### config.mk
export PLATFORM = sky130hd
export DESIGN_NAME = uart_ctrl
export DESIGN_NICKNAME = d
export VERILOG_FILES = /design/src/rtl/uart_ctrl_pkg.sv /design/src/rtl/uart_fifo.sv /design/src/rtl/uart_ctrl.sv
export SDC_FILE = /design/constraint.sdc
export NUM_CORES = 1
export LEC_CHECK = 0
export BUFFER_PORTS_ARGS = -buffer_cell sky130_fd_sc_hd__buf_4
export CELL_PAD_IN_SITES_DETAIL_PLACEMENT = 1
export CELL_PAD_IN_SITES_GLOBAL_PLACEMENT = 1
export CORE_UTILIZATION = 46
export DETAILED_ROUTE_END_ITERATION = 10
export GPL_TIMING_DRIVEN = 0
export PLACE_DENSITY_LB_ADDON = 0.1
export SLEW_MARGIN = 5
export SYNTH_ARGS = -nofsm -noshare
export SYNTH_HDL_FRONTEND = slang
export SYNTH_HIERARCHICAL = 1
export SYNTH_SLANG_ARGS = --single-unit
### constraint.sdc
create_clock -name clk -period 3.2 [get_ports clk]
set_input_delay 0.48 -clock clk [delete_from_list [all_inputs] [get_ports clk]]
set_output_delay 0.48 -clock clk [all_outputs]
set_load 0.1 [all_outputs]
### src/rtl/uart_ctrl_pkg.sv
`default_nettype none
// ============================================================================
//  Module      : uart_ctrl_pkg
//  Description : Register map, STATUS/CTRL bit positions and CTRL layout
//                shared by the UART controller.
//  Revision    : 1.0 - initial release
// ============================================================================
package uart_ctrl_pkg;

    // Register select values on addr
    localparam logic [1:0] ADDR_DATA   = 2'd0;
    localparam logic [1:0] ADDR_STATUS = 2'd1;
    localparam logic [1:0] ADDR_CTRL   = 2'd2;
    localparam logic [1:0] ADDR_RSVD   = 2'd3;

    // STATUS bit positions
    localparam int ST_RX_COUNT_LSB = 0;
    localparam int ST_TX_COUNT_LSB = 8;
    localparam int ST_RX_OVR       = 16;
    localparam int ST_TX_OVF       = 17;
    localparam int ST_TX_BUSY      = 18;
    localparam int ST_TX_IDLE      = 19;

    // CTRL bit positions
    localparam int CTRL_RX_IE  = 0;
    localparam int CTRL_TX_IE  = 1;
    localparam int CTRL_ERR_IE = 2;
    localparam int CTRL_CLR    = 8;

    // Stored CTRL bits; bit order matches CTRL_*_IE positions
    typedef struct packed {
        logic err_ie;
        logic tx_ie;
        logic rx_ie;
    } ctrl_t;

endpackage
`default_nettype wire

### src/rtl/uart_fifo.sv
`default_nettype none
// ============================================================================
//  Module      : uart_fifo
//  Description : Synchronous FIFO, 2^DEPTH_LOG2 entries, combinational head.
//                Push and pop in the same cycle both succeed whenever the
//                FIFO holds a valid head, even when full.
//  Revision    : 1.0 - initial release
// ============================================================================
module uart_fifo #(
    parameter int WIDTH      = 8,
    parameter int DEPTH_LOG2 = 4
) (
    input  logic                  clk,
    input  logic                  rst,
    input  logic                  push,
    input  logic                  pop,
    input  logic [WIDTH-1:0]      din,
    output logic [WIDTH-1:0]      dout,
    output logic [DEPTH_LOG2:0]   count,
    output logic                  full,
    output logic                  empty
);

    localparam int                  DEPTH     = 1 << DEPTH_LOG2;
    localparam logic [DEPTH_LOG2:0] C_FULL    = (DEPTH_LOG2 + 1)'(DEPTH);
    localparam logic [DEPTH_LOG2:0] C_CNT_ONE = (DEPTH_LOG2 + 1)'(1);
    localparam logic [DEPTH_LOG2-1:0] C_PTR_ONE = DEPTH_LOG2'(1);

    logic [WIDTH-1:0]      r_mem [DEPTH];
    logic [DEPTH_LOG2-1:0] r_wr_ptr;
    logic [DEPTH_LOG2-1:0] r_rd_ptr;
    logic [DEPTH_LOG2:0]   r_count;
    logic                  w_do_push;
    logic                  w_do_pop;

    assign empty = (r_count == '0);
    assign full  = (r_count == C_FULL);
    assign count = r_count;
    assign dout  = r_mem[r_rd_ptr];

    // A pop needs a valid head; a push into a full FIFO is fine if the head leaves
    assign w_do_pop  = pop & ~empty;
    assign w_do_push = push & (~full | w_do_pop);

    // Pointer and occupancy bookkeeping
    always_ff @(posedge clk) begin
        if (rst) begin
            r_wr_ptr <= '0;
            r_rd_ptr <= '0;
            r_count  <= '0;
        end else begin
            if (w_do_push) r_wr_ptr <= r_wr_ptr + C_PTR_ONE;
            if (w_do_pop)  r_rd_ptr <= r_rd_ptr + C_PTR_ONE;
            case ({w_do_push, w_do_pop})
                2'b10:   r_count <= r_count + C_CNT_ONE;
                2'b01:   r_count <= r_count - C_CNT_ONE;
                default: r_count <= r_count;
            endcase
        end
    end

    // Storage array; contents are only meaningful while counted, so no reset
    always_ff @(posedge clk) begin
        if (w_do_push) r_mem[r_wr_ptr] <= din;
    end

endmodule
`default_nettype wire

### src/rtl/uart_ctrl.sv
`default_nettype none
// ============================================================================
//  Module      : uart_ctrl
//  Description : CPU-facing UART controller. Buffers TX and RX bytes in two
//                FIFOs, exposes DATA/STATUS/CTRL registers and a level irq,
//                and hands bytes to / from the bit-level UART cores.
//  Revision    : 1.0 - initial release
// ============================================================================
module uart_ctrl
    import uart_ctrl_pkg::*;
#(
    parameter int DEPTH_LOG2 = 4
) (
    input  logic        clk,
    input  logic        rst,
    input  logic [1:0]  addr,
    input  logic        we,
    input  logic        re,
    input  logic [31:0] wdata,
    output logic [31:0] rdata,
    output logic        irq,
    output logic [7:0]  tx_din,
    output logic        tx_ready,
    input  logic        tx_ack,
    input  logic        tx_busy,
    input  logic [7:0]  rx_dout,
    input  logic        rx_ready
);

    logic                r_ack_q;
    logic                r_rdy_q;
    ctrl_t               r_ctrl;
    logic                r_rx_ovr;
    logic                r_tx_ovf;
    logic [31:0]         r_rdata;
    logic                r_irq;

    logic                w_tx_pop_ev;
    logic                w_rx_push_ev;
    logic                w_data_wr;
    logic                w_data_rd;
    logic                w_ctrl_wr;
    logic                w_clr;
    logic                w_rx_pop;
    logic                w_rx_ovr_set;
    logic                w_tx_ovf_set;
    logic                w_irq_next;
    logic [31:0]         w_status;
    logic                w_unused_wdata;

    logic [7:0]          w_tx_head;
    logic [DEPTH_LOG2:0] w_tx_count;
    logic                w_tx_full;
    logic                w_tx_empty;
    logic [7:0]          w_rx_head;
    logic [DEPTH_LOG2:0] w_rx_count;
    logic                w_rx_full;
    logic                w_rx_empty;

    // Edge detectors: one FIFO action per core handshake pulse
    assign w_tx_pop_ev  = tx_ack   & ~r_ack_q;
    assign w_rx_push_ev = rx_ready & ~r_rdy_q;

    assign w_data_wr = we & (addr == ADDR_DATA);
    assign w_data_rd = re & (addr == ADDR_DATA);
    assign w_ctrl_wr = we & (addr == ADDR_CTRL);
    assign w_clr     = w_ctrl_wr & wdata[CTRL_CLR];
    assign w_rx_pop  = w_data_rd & ~w_rx_empty;

    // A byte is lost only if the FIFO is full and nothing leaves this cycle
    assign w_rx_ovr_set = w_rx_push_ev & w_rx_full & ~w_rx_pop;
    assign w_tx_ovf_set = w_data_wr    & w_tx_full & ~w_tx_pop_ev;

    assign w_unused_wdata = ^wdata[31:9];

    uart_fifo #(
        .WIDTH      (8),
        .DEPTH_LOG2 (DEPTH_LOG2)
    ) u_tx_fifo (
        .clk   (clk),
        .rst   (rst),
        .push  (w_data_wr),
        .pop   (w_tx_pop_ev),
        .din   (wdata[7:0]),
        .dout  (w_tx_head),
        .count (w_tx_count),
        .full  (w_tx_full),
        .empty (w_tx_empty)
    );

    uart_fifo #(
        .WIDTH      (8),
        .DEPTH_LOG2 (DEPTH_LOG2)
    ) u_rx_fifo (
        .clk   (clk),
        .rst   (rst),
        .push  (w_rx_push_ev),
        .pop   (w_rx_pop),
        .din   (rx_dout),
        .dout  (w_rx_head),
        .count (w_rx_count),
        .full  (w_rx_full),
        .empty (w_rx_empty)
    );

    // Stale storage never reaches the TX core: head is masked while empty
    assign tx_din   = w_tx_empty ? 8'h00 : w_tx_head;
    assign tx_ready = ~w_tx_empty;

    // STATUS word assembly
    always_comb begin
        w_status = '0;
        w_status[ST_RX_COUNT_LSB +: DEPTH_LOG2 + 1] = w_rx_count;
        w_status[ST_TX_COUNT_LSB +: DEPTH_LOG2 + 1] = w_tx_count;
        w_status[ST_RX_OVR]  = r_rx_ovr;
        w_status[ST_TX_OVF]  = r_tx_ovf;
        w_status[ST_TX_BUSY] = tx_busy;
        w_status[ST_TX_IDLE] = w_tx_empty & ~tx_busy;
    end

    assign w_irq_next = (r_ctrl.rx_ie  & ~w_rx_empty)
                      | (r_ctrl.tx_ie  &  w_tx_empty)
                      | (r_ctrl.err_ie & (r_rx_ovr | r_tx_ovf));

    // Previous handshake levels; reset high so levels held across reset are not edges
    always_ff @(posedge clk) begin
        if (rst) begin
            r_ack_q <= 1'b1;
            r_rdy_q <= 1'b1;
        end else begin
            r_ack_q <= tx_ack;
            r_rdy_q <= rx_ready;
        end
    end

    // CTRL enables and sticky error flags; a new overflow beats a same-cycle clear
    always_ff @(posedge clk) begin
        if (rst) begin
            r_ctrl   <= '0;
            r_rx_ovr <= 1'b0;
            r_tx_ovf <= 1'b0;
        end else begin
            if (w_ctrl_wr) r_ctrl <= ctrl_t'(wdata[2:0]);
            if (w_rx_ovr_set)  r_rx_ovr <= 1'b1;
            else if (w_clr)    r_rx_ovr <= 1'b0;
            if (w_tx_ovf_set)  r_tx_ovf <= 1'b1;
            else if (w_clr)    r_tx_ovf <= 1'b0;
        end
    end

    // Registered read data (held between reads) and registered interrupt
    always_ff @(posedge clk) begin
        if (rst) begin
            r_rdata <= '0;
            r_irq   <= 1'b0;
        end else begin
            r_irq <= w_irq_next;
            if (re) begin
                case (addr)
                    ADDR_DATA:   r_rdata <= w_rx_empty ? 32'h0 : {23'b0, 1'b1, w_rx_head};
                    ADDR_STATUS: r_rdata <= w_status;
                    ADDR_CTRL:   r_rdata <= {29'b0, r_ctrl};
                    default:     r_rdata <= 32'h0;
                endcase
            end
        end
    end

    assign rdata = r_rdata;
    assign irq   = r_irq;

endmodule
`default_nettype wire

# Word-level counts from Yosys, hierarchy flattened
# Memories as Yosys holds them, arrays and structs flattened. A register that Yosys moved wholly into a read port is not among the register bits.
# Index checks and enable logic that the tools add are counted.
# totals
ff_bits	66
ramBits	256
in_bits	49
output_inout_bits	42
wordCells	89
memories	2
# mem_list
memory	depth	word_bits	read_ports	rd_clocked_by_memory_dff	wr	line_no	text
u_rx_fifo.r_mem	16	8	1	1	1	uart_fifo.sv:29	logic [WIDTH-1:0] r_mem [DEPTH];
u_tx_fifo.r_mem	16	8	1	1	1	uart_fifo.sv:29	
# op_classes
n_addsub	8
eq_ne	8
n_mux	16
bitwise_logic	33
n_reduce_logical	7
# ops
cell	count
20-bit case mux with 3 select lines	1
5-bit case mux with 2 select lines	2
1-bit bitwise AND	19
4-bit by 1-bit adder with 4-bit output, second input constant	4
4-bit 2-to-1 mux	4
5-bit by 1-bit adder with 5-bit output, second input constant	2
5-bit == test, second input constant	2
5-bit zero test	2
5-bit by 1-bit subtractor with 5-bit output, second input constant	2
9-bit 2-to-1 mux	1
1-bit inverter	9
8-bit 2-to-1 mux	1
2-bit nonzero test	4
1-bit 2-to-1 mux	7
2-bit by 1-bit == test with 1-bit output, second input constant	3
2-bit == test, second input constant	3
1-bit bitwise OR	5
2-bit zero test	1

# Depth between registers and ports, before layout
# logic_depth
ltp_word	8
mapped_depth	12

# By module
# Netlist, hierarchy kept.
# modules_own_cells
module	instances	cells_each	area_each_um2
uart_fifo (u_tx_fifo)	1	333	5868.1
uart_fifo (u_rx_fifo)	1	326	5858.1
uart_ctrl	1	131	1171.1

# Worst setup path after synthesis
# OpenSTA, ideal clock, no wires.
# synth_path
kind	register to output
start	register with a tool-made name
end	output tx_din[1]
arrival_ns	2.569
required_ns	2.720
setup_slack_ns	0.151
stages_incl_launch_ff	7
path_buffers	2
cell_sequence	dfxtp_1 -> clkbuf_1 -> buf_2 -> mux4_2 -> a22oi_1 -> nand2_1 -> nor2b_1
# synth_rtl
item	line_no	text
to (decl)	uart_ctrl.sv:22	output logic [7:0] tx_din,

# Worst setup path after layout
# layout_path
start	register u_rx_fifo.r_count[0] (netlist: u_rx_fifo/count[0])
end	register u_rx_fifo.r_count[4] (netlist: u_rx_fifo/count[4])
# layout_via
elab_chain_cells	8
elab_cells_between_ends	14
cone_classes	add/sub: 2; eq/ne: 3; mux: 1; bitwise: 6; reduce/logical: 2
# layout_lines
item	line_no	text
from (decl)	uart_fifo.sv:32	logic [DEPTH_LOG2:0] r_count;
from (signal assigned)	uart_fifo.sv:55	2'b10: r_count <= r_count + C_CNT_ONE;
from (signal assigned)	uart_fifo.sv:56	2'b01: r_count <= r_count - C_CNT_ONE;
from (signal assigned)	uart_fifo.sv:57	default: r_count <= r_count;
5-bit zero test (*)	uart_fifo.sv:36	assign empty = (r_count == '0);
via w_rx_empty	uart_ctrl.sv:58	logic w_rx_empty;
1-bit inverter (*)	uart_ctrl.sv:68	assign w_rx_pop = w_data_rd & ~w_rx_empty;
1-bit bitwise AND (*)	uart_ctrl.sv:68	
via w_rx_pop	uart_ctrl.sv:44	logic w_rx_pop;
1-bit bitwise AND (*)	uart_fifo.sv:42	assign w_do_pop = pop & ~empty;
1-bit bitwise OR	uart_fifo.sv:43	assign w_do_push = push & (~full | w_do_pop);
1-bit bitwise AND	uart_fifo.sv:43	
2-bit by 1-bit == test with 1-bit output or 2-bit == test (tied branches)	uart_fifo.sv:54	case ({w_do_push, w_do_pop})
5-bit case mux with 2 select lines or 2-bit nonzero test (tied branches)	--	
# Mark *: on every way through the listed nets, which the timed path passes. The rest lies on a longest branch.
# A chain may end at the register's enable or synchronous reset.

==> qor.tcl <==
set qor(outcome) {finished, final reports clean}
set qor(die_h_um) 169
set qor(synth_seq_area_share) 0.688
set qor(tightestPinTransition_ns) 1.30
set qor(final.setup.worst_slack_ns) 0.111
set qor(slew-limit-headroom) 0.129
set qor(cts.hold.buffers_added) 0
set qor(register_area_mm2) 0.00887
set qor(portBuffers) 50
set qor(timing.critical_path.to_type) {flop}
set qor(syn_to_final_growth_pct) 17.0
set qor(power.ir.vdd_worst_uv) 585
set qor(crit_buf_inv) 2
set qor(post_drt_via_cell_ratio) 5.60
set qor(leakage_nw) 5.15
set qor(io_pins) 91
set qor(clock-sinks) 315
set qor(ant_nets) 0
set qor(synth_top_family_by_area) {multiplexers}
set qor(drt-total-wl_mm) 29.8
set qor(internal_power_mw) 7.15
set qor(synth.area.top_cells) {edfxtp_1 60%, mux4_2 11%, dfxtp_1 9.2%}
set qor(clock_power_share) 0.437
set qor(final_max_slew_viol_count) 0
set qor(synth_top_cells_by_count) {256 x edfxtp_1, 64 x mux4_2, 59 x dfxtp_1}
set qor(synth_compound_area_frac) 0.0599
set qor(placedInstanceArea_mm2) 0.0139
set qor(number_of_synthesized_register_bits) 315
set qor(critical_path.top_delay_family) {simple AND/OR/NAND/NOR gates}
set qor(cp.required_ns) 3.58
set qor(synth-warning-count) 6
set qor(hold_crit_path_type) {in -> reg}
set qor(post_synth_and_or_nand_nor_area_fraction) 0.0771
set qor(synth-adder-area-share) 0.0186
set qor(grt_antenna_before_repair) 0
set qor(nets) 959
set qor(synth_top_area_frac) 0.596
set qor(placementRows) 60
set qor(sequential_power_share) 0.481
set qor(post-route-period-util) 0.965
set qor(overflow) 0
set qor(synth_area_per_cell_um2) 16.3
set qor(design.die.area_mm2) 0.0287
set qor(layout.cell_area.non_filler_mm2) 0.0151
set qor(detailedPlace.worstSlack_ns) -0.566
set qor(p_per_area_mw_per_mm2) 617
set qor(comb_power_frac) 0.082
set qor(critPathArrivalTime_ns) 3.46
set qor(globalRouteTotalUtil) 0.218
set qor(cts.reportedPaths.clkPinSlew_ns) 0.06
set qor(insertedDiodeCount) 0
set qor(clock_tree.root_cell) {clkbuf_16}
set qor(rsz0062_at_grt) {yes}
set qor(routability_cong) 0.763
set qor(count_leader_synth) {edfxtp_1}
set qor(post_layout_nonfiller_instances) 1290
set qor(via_count) 7225
set qor(power.total_mw) 9.31
set qor(avgRoutedWirePerCell_um) 23.1
set qor(drive_above_1_share) 0.247
set qor(core_area_mm2) 0.0273
set qor(numPlacedInstances) 1228
set qor(synth.mux.area_fraction) 0.119
set qor(crit_type) {reg -> reg}
set qor(finalSetupViolCount) 0
set qor(fp.dieW_um) 169
set qor(tritoncts_clock_tree) {built}
set qor(drtIter0Drc) 371
set qor(synth_enable_flop_cells) 256
set qor(shortest_clock_period_the_worst_path_allows_after_layout_ns) 3.09
set qor(post-route-drc-count) 0
set qor(path_max_fanout) 10
set qor(detail_route.first_pass.iterations) 4
set qor(critPathSlowestCell) {or4_4}
set qor(synth_top_flop_cell) {edfxtp_1}
set qor(grt_first_pass_wirelength_mm) 46.6
set qor(grt_pass1_vias) 7843
set qor(fill_cells) 2557
set qor(tritoncts.num_buffers) 34
set qor(fin_worst_skew_ns) 0.0187
set qor(achievable-frequency_ghz) 0.324
set qor(post_synth_xor_area_fraction) 0.00815
set qor(syn-cell-area_mm2) 0.0129
set qor(multi_input_comb_area_mm2) 0.00379
set qor(final_hold_viol_count) 0
set qor(netlist.top_cell.by_area) {edfxtp_1}
set qor(async_set_or_reset_register_ratio_after_synthesis) 0
set qor(cp_slowest_stage_delay_ns) 0.57
set qor(worst_skew_pair.late_latency_ns) 0.52
set qor(drv.max_cap_violation_count) 0
set qor(power_switching_share) 0.232
set qor(pin_count_of_the_biggest_net_entering_global_routing) 18
set qor(crit_chain) {or4_4, buf_6, nor2_4, nor4b_4, nor2b_1, o21ai_2, inv_2, ha_1, nand2b_1, o2bb2ai_2, a2111oi_0, or4_1}
set qor(clock_tree.buffer_depth) 3
set qor(start_util) 0.473
set qor(synth_cells) 790
set qor(crit_path_start_kind) {flop}
set qor(detailedPlacementHpwl_mm) 20.9
set qor(power_switching_mw) 2.16
set qor(htreeDepth) 2
set qor(finalHoldWorstSlack_ns) 0.167
set qor(ys_types) 58
power by group through the flow:
stage | Sequential, mW | Clock, mW | Combinational [mW]
after global routing | 4.48 | 4.30 | 0.811
after global placement | 4.56 | 0 | 0.740
after floorplan | 4.59 | 0 | 0.522
after CTS | 4.48 | 4.17 | 0.771
final | 4.48 | 4.07 | 0.762
after detailed placement | 4.56 | 0 | 0.764
sequential cells by signal (all words and copies together), names as in the netlist, 3 cells and up, named ones only:
register / flops
u_rx_fifo/r_mem: 128
u_tx_fifo/r_mem: 128
rdata: 17
u_rx_fifo/count: 5
u_tx_fifo/count: 5
u_rx_fifo/r_rd_ptr: 4
u_rx_fifo/r_wr_ptr: 4
u_tx_fifo/r_rd_ptr: 4
u_tx_fifo/r_wr_ptr: 4
r_ctrl: 3
placed cells by master, fill, tap and decap left out, types with 7 or more instances in the layout:
master and count:
nand3_1 14, nor2b_1 23, xor2_1 7, nand2_1 28, mux4_2 64, and3_1 13, o21ai_0 9, buf_4 71
mux2i_1 7, clkinv_1 9, a22oi_1 46, a21oi_1 9, edfxtp_1 256, clkbuf_1 23, nor2_1 55, nor3_1 8
ha_1 16, conb_1 15, clkbuf_16 35, dfxtp_1 58, inv_1 18
cell type report:
class                           instances  share of cell area
Timing Repair Buffer                   54              0.0269
Clock buffer                           38              0.0588
Inverter                               20             0.00497
Buffer                                 55              0.0207
Multi-Input combinational cell        412               0.251
Sequential cell                       315               0.588
Clock inverter                         24              0.0191
Tap cell                              372              0.0308
worst paths after layout:
kind | from | end | slack (ns) | depth (start not counted)
min | rx_ready | r_rdy_q | 0.17 | 2
max reg2reg | u_rx_fifo/count[0] | u_rx_fifo/count[4] | 0.11 | 12
min reg2reg | r_ctrl[2] | r_ctrl[2] | 0.49 | 2
max | u_rx_fifo/count[0] | u_rx_fifo/count[4] | 0.11 | 12
cell families after synthesis:
group	count (synthesis)
AO/OA/AOI/OAI	106
XOR/XNOR	12
adder cells (fa/ha/maj)	18
buffers and inverters	77
flip-flops	315
multiplexers	73
other	1
AND/OR/NAND/NOR	188
through the flow:
stage	TNS, ns	utilization
after global routing	-0.0592	0.554
after CTS	0	0.554
after detailed placement	-48.83	0.508
after floorplan	0	-
after global placement	-66.62	0.506
final	0	0.554
repair_timing:
action,in CTS,in global routing
setup buffers,2,0
endpoints found under the setup margin,140,40
resized for setup,13,6
pin swaps,1,1
layer usage:
metal  share of wire  track usage  vias to the layer above
li1                -            -                     3279
met1            0.39        0.259                     3762
met2            0.55        0.407                      147
met3           0.037       0.0308                       37
met4           0.022       0.0685                        0
met5               0            0                        -
Note: power is estimated with default switching activity, not from simulation.
